--- config.mk ---
export PLATFORM = sky130hd
export DESIGN_NAME = pc_seq_unit
export DESIGN_NICKNAME = d
export VERILOG_FILES = /design/src/rtl/pc_pkg.sv /design/src/rtl/pc_seq_unit_branch_cond_eval.sv /design/src/rtl/pc_seq_unit.sv
export SDC_FILE = /design/constraint.sdc
export NUM_CORES = 1
export LEC_CHECK = 0
export BUFFER_PORTS_ARGS = -buffer_cell sky130_fd_sc_hd__clkbuf_2
export CAP_MARGIN = 25
export CORE_MARGIN = 4
export CORE_UTILIZATION = 34
export CTS_BUF_LIST = sky130_fd_sc_hd__clkbuf_2 sky130_fd_sc_hd__clkbuf_4 sky130_fd_sc_hd__clkbuf_8
export DETAILED_ROUTE_END_ITERATION = 10
export HOLD_SLACK_MARGIN = 0.06
export MAX_ROUTING_LAYER = met4
export PLACE_DENSITY = 0.57
export SYNTH_ARGS = -nofsm -noshare
export SYNTH_HDL_FRONTEND = slang
export SYNTH_SLANG_ARGS = --single-unit
--- constraint.sdc ---
create_clock -name clk -period 3.88 [get_ports clk]
set_clock_uncertainty 0.15 [all_clocks]
set_input_delay 0.388 -clock clk [delete_from_list [all_inputs] [get_ports clk]]
set_output_delay 0.388 -clock clk [all_outputs]
set_load 0.05 [all_outputs]
--- src/rtl/pc_pkg.sv ---
// rtl/pc_pkg.sv - shared types and constants for the program-counter unit
package pc_pkg;

  // Branch condition codes as carried in the instruction's cond field
  typedef enum logic [2:0] {
    NEQ    = 3'b000,
    EQ     = 3'b001,
    GT     = 3'b010,
    LT     = 3'b011,
    GTE    = 3'b100,
    LTE    = 3'b101,
    OVFL   = 3'b110,
    UNCOND = 3'b111
  } cond_e;

  // Bit positions inside the flags vector
  localparam int FLAG_N = 0;
  localparam int FLAG_V = 1;
  localparam int FLAG_Z = 2;

  // Sequencer state: HALTED is left only through reset
  typedef enum logic {
    RUN    = 1'b0,
    HALTED = 1'b1
  } pc_state_e;

endpackage

--- src/rtl/pc_seq_unit_branch_cond_eval.sv ---
// rtl/pc_seq_unit_branch_cond_eval.sv - combinational branch condition evaluator
module branch_cond_eval
  import pc_pkg::*;
(
  input  logic [2:0] cond,
  input  logic [2:0] flags,
  output logic       cond_true
);

  logic z;
  logic v;
  logic n;

  assign z = flags[FLAG_Z];
  assign v = flags[FLAG_V];
  assign n = flags[FLAG_N];

  // Decode the condition code against the current Z/V/N flags
  always_comb begin
    cond_true = 1'b0;
    case (cond_e'(cond))
      NEQ:     cond_true = !z;
      EQ:      cond_true = z;
      GT:      cond_true = !z && !n;
      LT:      cond_true = n;
      GTE:     cond_true = z || (!z && !n);
      LTE:     cond_true = n || z;
      OVFL:    cond_true = v;
      UNCOND:  cond_true = 1'b1;
      default: cond_true = 1'b0;
    endcase
  end

endmodule

--- src/rtl/pc_seq_unit.sv ---
// rtl/pc_seq_unit.sv - registered PC with branch, stall, halt and flush; optional PC_BRANCH_STATS_EN counters
module pc_seq_unit
  import pc_pkg::*;
#(
  parameter int ADDR_W     = 16,
  parameter int IMM_W      = 9,
  parameter int INSN_BYTES = 2,
  parameter logic [ADDR_W-1:0] RESET_PC = '0
) (
  input  logic              clk,
  input  logic              rst,
  input  logic              stall,
  input  logic              halt,
  input  logic              br_valid,
  input  logic              br_reg,
  input  logic [2:0]        cond,
  input  logic [2:0]        flags,
  input  logic [IMM_W-1:0]  imm,
  input  logic [ADDR_W-1:0] rs_val,
  output logic [ADDR_W-1:0] pc,
  output logic [ADDR_W-1:0] pc_plus,
  output logic              taken,
  output logic              flush,
  output logic              halted
`ifdef PC_BRANCH_STATS_EN
  ,
  output logic [ADDR_W-1:0] br_count,
  output logic [ADDR_W-1:0] taken_count
`endif
);

  pc_state_e         state;
  logic              cond_true;
  logic [ADDR_W-1:0] offset;
  logic [ADDR_W-1:0] target;

  branch_cond_eval u_cond (
    .cond      (cond),
    .flags     (flags),
    .cond_true (cond_true)
  );

  assign pc_plus = pc + ADDR_W'(INSN_BYTES);

  // Word offset sign-extended to the address width; the shift turns words into bytes
  assign offset = {{(ADDR_W-IMM_W){imm[IMM_W-1]}}, imm};
  assign target = br_reg ? rs_val : (pc_plus + (offset << 1));

  assign taken = (state == RUN) && !stall && !halt && br_valid && cond_true;

  // PC, run/halt state and the flush pulse, in next-PC priority order
  always_ff @(posedge clk) begin
    if (rst) begin
      pc     <= RESET_PC;
      state  <= RUN;
      flush  <= 1'b0;
      halted <= 1'b0;
    end else if (state == HALTED || stall) begin
      flush  <= 1'b0;
    end else if (halt) begin
      state  <= HALTED;
      halted <= 1'b1;
      flush  <= 1'b0;
    end else if (taken) begin
      pc     <= target;
      flush  <= 1'b1;
    end else begin
      pc     <= pc_plus;
      flush  <= 1'b0;
    end
  end

`ifdef PC_BRANCH_STATS_EN
  // Branch and taken-branch event counters, frozen once halted
  always_ff @(posedge clk) begin
    if (rst) begin
      br_count    <= '0;
      taken_count <= '0;
    end else begin
      if (state == RUN && !stall && br_valid) begin
        br_count <= br_count + 1'b1;
      end
      if (taken) begin
        taken_count <= taken_count + 1'b1;
      end
    end
  end
`else
  // Statistics counters are not built in this configuration
`endif

endmodule

==> qor.yml, run 1 <==
gp_congestion: 0.889
status: "completed"
holdBufCountCts: 0
wirelength_mm: 6.41
final_antenna_net_count: 0
cts_root_buf: "clkbuf_8"
drt_iter0_markers: 140
yosys_warnings: 0
fmax_mhz: 298
antennaDiodeCount: 0
clock_sinks: 18
cts_resized: 0
cts_made_buffers: 3
finalSetupTns_ps: 0
r2r_slack_ps: 520
wl_per_cell_um: 15.4
synthMuxAreaShare_pct: 0.487
critical_path_class: "flip-flop to flip-flop"
fin_crit_sh_pct: 86.6
worstHoldStart: "rs_val[0]"
final-seq-area_um2: 360
worstMarginPinSlew_ps: 820
post_cts_buffers: 0
drive_gt1_share_pct: 26.5
cts_tree: "yes"
end_kind: "flip-flop"
r2r_start: "pc[3]"
synth-async-reset-ratio_pct: 0
clk_pin_slew_ps: 80
initial_utilization_pct: 34.9
synth_cell_type_count: 54
cp-startpoint: "pc[3]"
min_delay_path_depth: 3
synth-edff-count: 0
powerDensity_mw_per_mm2: 232
ctsHtreeMaxLevel: 1
vias: 2229
portBuffers: 71
dieArea_mm2: 0.00736
core_mm2: 0.00589
cp_max_fo: 7
rsz0062_at_grt: "no"
syn2layout_area_growth_pct: 23.8
syn_inst: 275
critPathArrivalTime_ps: 3350
setup_viol: 0
first_pass_iters: 4
crit_path_start_kind: "flip-flop"
required_ps: 3870
fill_cells: 636
grt_pass1_vias: 2123
syn_area_per_cell_um2: 7.48
reg2reg_depth: 11
netlist_area_mm2: 0.00206
drv_slew: 0
r2r_end: "pc[15]"
power_mw: 0.591
die_x_um: 85.8
synth_nets: 331
synth_compound_area_share_pct: 31.6
synthTopCellsByArea: "dfxtp_1 (18%), ha_1 (11%), a21oi_1 (7.3%), xnor2_1 (7.2%), nand2_1 (5.5%)"
drc_errors: 0
synthFlopType: "dfxtp_1"
fin_crit_ps: 3360
rows: 28
ir_drop_mv: 0.116
final_core_utilization_pct: 43.3
max-clock-path-buffers: 2
yosys.area_share.simple_pct: 22.0
antenna_found_initial: 0
synth_top_area_cell: "dfxtp_1"
relSlewSlack_pct: 45.2
synth_seq_cells: 18
grtUsageTotal_pct: 18.2
multi_input_area_mm2: 0.00160
io_pins: 72
vias_per_cell: 5.37
synth_top_cell_area_share_pct: 17.5
final_nets: 397
synth_top_family_by_area: "compound AO/OA/AOI/OAI gates"
clk-insertion-delay-late_ps: 270
place_ws_ps: 529
maxCapViolations: 0
grt-ovfl-total: 0
worst_slack_ps: 519
hold_path_class: "input port to flip-flop"
synth_xor_area_share_pct: 9.79
p_leak_nw: 1.17
synth_common_cells: "a21oi_1 (30), nand2_1 (30), nor2_1 (21)"
die_y_um: 85.8
hold_violations: 0
grt_pass1_wl_mm: 10.4
min_to: "pc[0]"
ys_seq_area_share_pct: 17.5
dp_hpwl_mm: 5.07
synthAdderAreaFrac_pct: 11.9
grt_max_degree: 25
## cell families after synthesis
kind of cell,Yosys count
xor gates and xnor gates,23
DFF,18
and+or+nand+nor,93
buffers and inverters,29
AOI/OAI and AO/OA,92
muxes,1
adders and majority gates,19
## metal layers
metal | wire length, um | vias up | track usage (%) | part of all wire [%]
li1 | - | 1140 | - | -
met4 | 89 | 0 | 4.17 | 1.4
met5 | 0 | - | - | 0
met1 | 3050 | 1000 | 24.4 | 48
met3 | 431 | 10 | 2.50 | 6.7
met2 | 2840 | 79 | 29.1 | 44
## sequential cells by signal, summed over array words and instances (netlist names)
name / flops
state: 1
pc: 16
flush: 1
## power by group
group / internal (mW) / switching (mW) / leakage [nW] / total [mW]
registers: 0.191 / 0.00978 / 0.146 / 0.201
logic: 0.0771 / 0.145 / 0.998 / 0.222
clock network: 0.0907 / 0.0777 / 0.0288 / 0.168
total: 0.359 / 0.233 / 1.17 / 0.591
## metrics by stage
step                cell area [um^2]  hold WS [ps]  cells
finish                          2550           214    415
detailed placement              2490           334    411
global placement                2490           321    411
global route                    2550           213    415
CTS                             2550           213    415
floorplan                       2100           383    275
## layout by cell type (no fill, tap or decap), types with 3 or more instances in the layout
master    instances
clkbuf_8          4
o21ai_0          11
nand2_1          30
xor2_1            4
a31oi_1           3
nand4_1           8
inv_1            17
clkbuf_2         71
dfxtp_1          18
or3_1             5
a21o_1            6
xnor2_1          13
nor2_1           21
o21a_1            6
nand3_1           7
nor4_1            3
and3_1            3
ha_1             18
o31ai_1           4
o211ai_1          9
xnor2_2           4
a21oi_1          30
nor3_1            4
## worst max-delay path, cell delays in order (launching register included)
cell and delay [ps]:
dfxtp_1 440, nand3_1 200, nor3_1 390, and2_1 300, xor2_2 220, ha_1 330, a21oi_1 280, a211oi_1 110
a2111oi_0 400, o21a_1 210, xnor2_1 130, o31ai_1 80
## layout make-up
type,count,share of cell area (%)
clock buffer,4,2.16
inverter,18,2.75
multi-input combinational,228,63.0
sequential,18,14.2
tap,75,3.69
timing repair buffer,72,14.3
## worst max path at each step
| stage | depth (start not counted) | endpoint | slack, ps |
|---|---|---|---|
| after floorplan | 12 | pc[12] | 40 |
| after global placement | 11 | pc[15] | 510 |
| after detailed placement | 11 | pc[15] | 530 |
| after CTS | 11 | pc[15] | 520 |
| after global routing | 11 | pc[15] | 110 |
| final | 11 | pc[15] | 520 |
Power figures use the tool's default switching activity.
==> inputs of run 2 (changes only) <==
--- a/config.mk
+++ b/config.mk
@@ -7,6 +7,7 @@
 export LEC_CHECK = 0
 export BUFFER_PORTS_ARGS = -buffer_cell sky130_fd_sc_hd__clkbuf_2
 export CAP_MARGIN = 25
+export CORE_ASPECT_RATIO = 0.9
 export CORE_MARGIN = 4
 export CORE_UTILIZATION = 34
 export CTS_BUF_LIST = sky130_fd_sc_hd__clkbuf_2 sky130_fd_sc_hd__clkbuf_4 sky130_fd_sc_hd__clkbuf_8
==> qor.yml, run 2 (same netlist as run 1, synthesis figures left out) <==
rsz0062_at_grt: "no"
cp_max_fo: 7
setup_viol: 0
required_ps: 3910
clock_sinks: 18
wirelength_mm: 6.77
maxCapViolations: 0
final_antenna_net_count: 0
antenna_found_initial: 0
largest_register_ffs: 16
reg_top3: "pc (16), flush (1), state (1)"
grt_pass1_wl_mm: 11.1
syn2layout_area_growth_pct: 23.5
drc_errors: 0
powerDensity_mw_per_mm2: 235
final_cell_mix: "clkbuf_2 (71), nand2_1 (30), a21oi_1 (30)"
first_pass_iters: 4
drv_slew: 0
rows: 26
regMostFlops: "pc"
p_leak_nw: 1.17
hold_path_class: "input port to flip-flop"
finalSetupTns_ps: 0
fin_crit_sh_pct: 88.4
core_mm2: 0.00576
cts_resized: 0
vias_per_cell: 5.54
holdBufCountCts: 0
initial_utilization_pct: 35.7
endpoint: "pc[15]"
hold_violations: 0
fin_area_mm2: 0.00254
max-clock-path-buffers: 2
worstMarginPinSlew_ps: 786
grt-ovfl-total: 0
cts_made_buffers: 3
grtUsageTotal_pct: 19.4
gp_congestion: 0.865
drt_iter0_markers: 155
clk_pin_slew_ps: 80
antennaDiodeCount: 0
status: "completed"
dieArea_mm2: 0.00736
cp-startpoint: "pc[3]"
cts_tree: "yes"
layout.cells.most_common: "clkbuf_2"
wl_per_cell_um: 16.5
die_y_um: 81.8
crit_path_start_kind: "flip-flop"
io_pins: 72
portBuffers: 71
r2r_end: "pc[15]"
critical_path_class: "flip-flop to flip-flop"
cts_root_buf: "clkbuf_8"
grt_max_degree: 25
vias: 2273
r2r_start: "pc[3]"
final_nets: 397
fin_crit_ps: 3430
end_kind: "flip-flop"
ir_drop_mv: 0.134
ctsHtreeMaxLevel: 1
whs_ps: 217
relSlewSlack_pct: 47.5
post_cts_buffers: 0
r2r_slack_ps: 450
reg2reg_depth: 11
placed_area_mm2: 0.00248
fmax_mhz: 292
drive_gt1_share_pct: 26.5
die_x_um: 90.0
clk-insertion-delay-late_ps: 270
dp_hpwl_mm: 5.18
critPathArrivalTime_ps: 3460
grt_pass1_vias: 2164
## run 2: per-layer routing
| metal | GRT usage, % | vias up | share of wire, % |
|---|---|---|---|
| li1 | - | 1148 | - |
| met1 | 26.0 | 1060 | 50 |
| met2 | 32.0 | 63 | 45 |
| met3 | 3.30 | 2 | 5.1 |
| met4 | 1.99 | 0 | 0.22 |
| met5 | - | - | 0 |
## run 2: worst min-delay path by stage
stage	start	endpoint	depth (start not counted)	slack (ps)
6_report	rs_val[0]	pc[0]	3	220
5_1_grt	rs_val[0]	pc[0]	3	220
4_1_cts	rs_val[0]	pc[0]	3	210
3_5_place_dp	pc[0]	pc[0]	2	320
3_3_place_gp	pc[0]	pc[0]	2	310
2_1_floorplan	halt	state	2	380
## run 2: critical path: stages, from the launching register on
cell	delay [ps]
dfxtp_1	460
nand3_1	190
nor3_1	450
and2_1	300
xor2_2	190
ha_1	330
a21oi_1	310
a211oi_1	120
a2111oi_0	390
o21a_1	200
xnor2_1	70
o31ai_1	180
## run 2: power by group
| group | switching, mW | internal (mW) |
|---|---|---|
| combinational | 0.149 | 0.0772 |
| clock | 0.0787 | 0.0905 |
| sequential | 0.0102 | 0.191 |
## run 2: layout make-up
type,instances,area (um^2)
multi-input cells,228,1600
repair buffers,72,363
flip-flops and latches,18,360
fillers,611,3220
well taps,70,87.6
inverters,18,70.1
clock buffers,4,55.1
## run 2: per-stage QoR
stage                     power (mW)  utilization, %  std cells  worst slack, ps
after floorplan                0.367               -        275             42.2
after global placement         0.430            43.2        406              647
after detailed placement       0.430            43.2        406              572
after CTS                      0.602            44.1        410              533
after global routing           0.632            44.1        410              192
final                          0.597            44.1        410              451
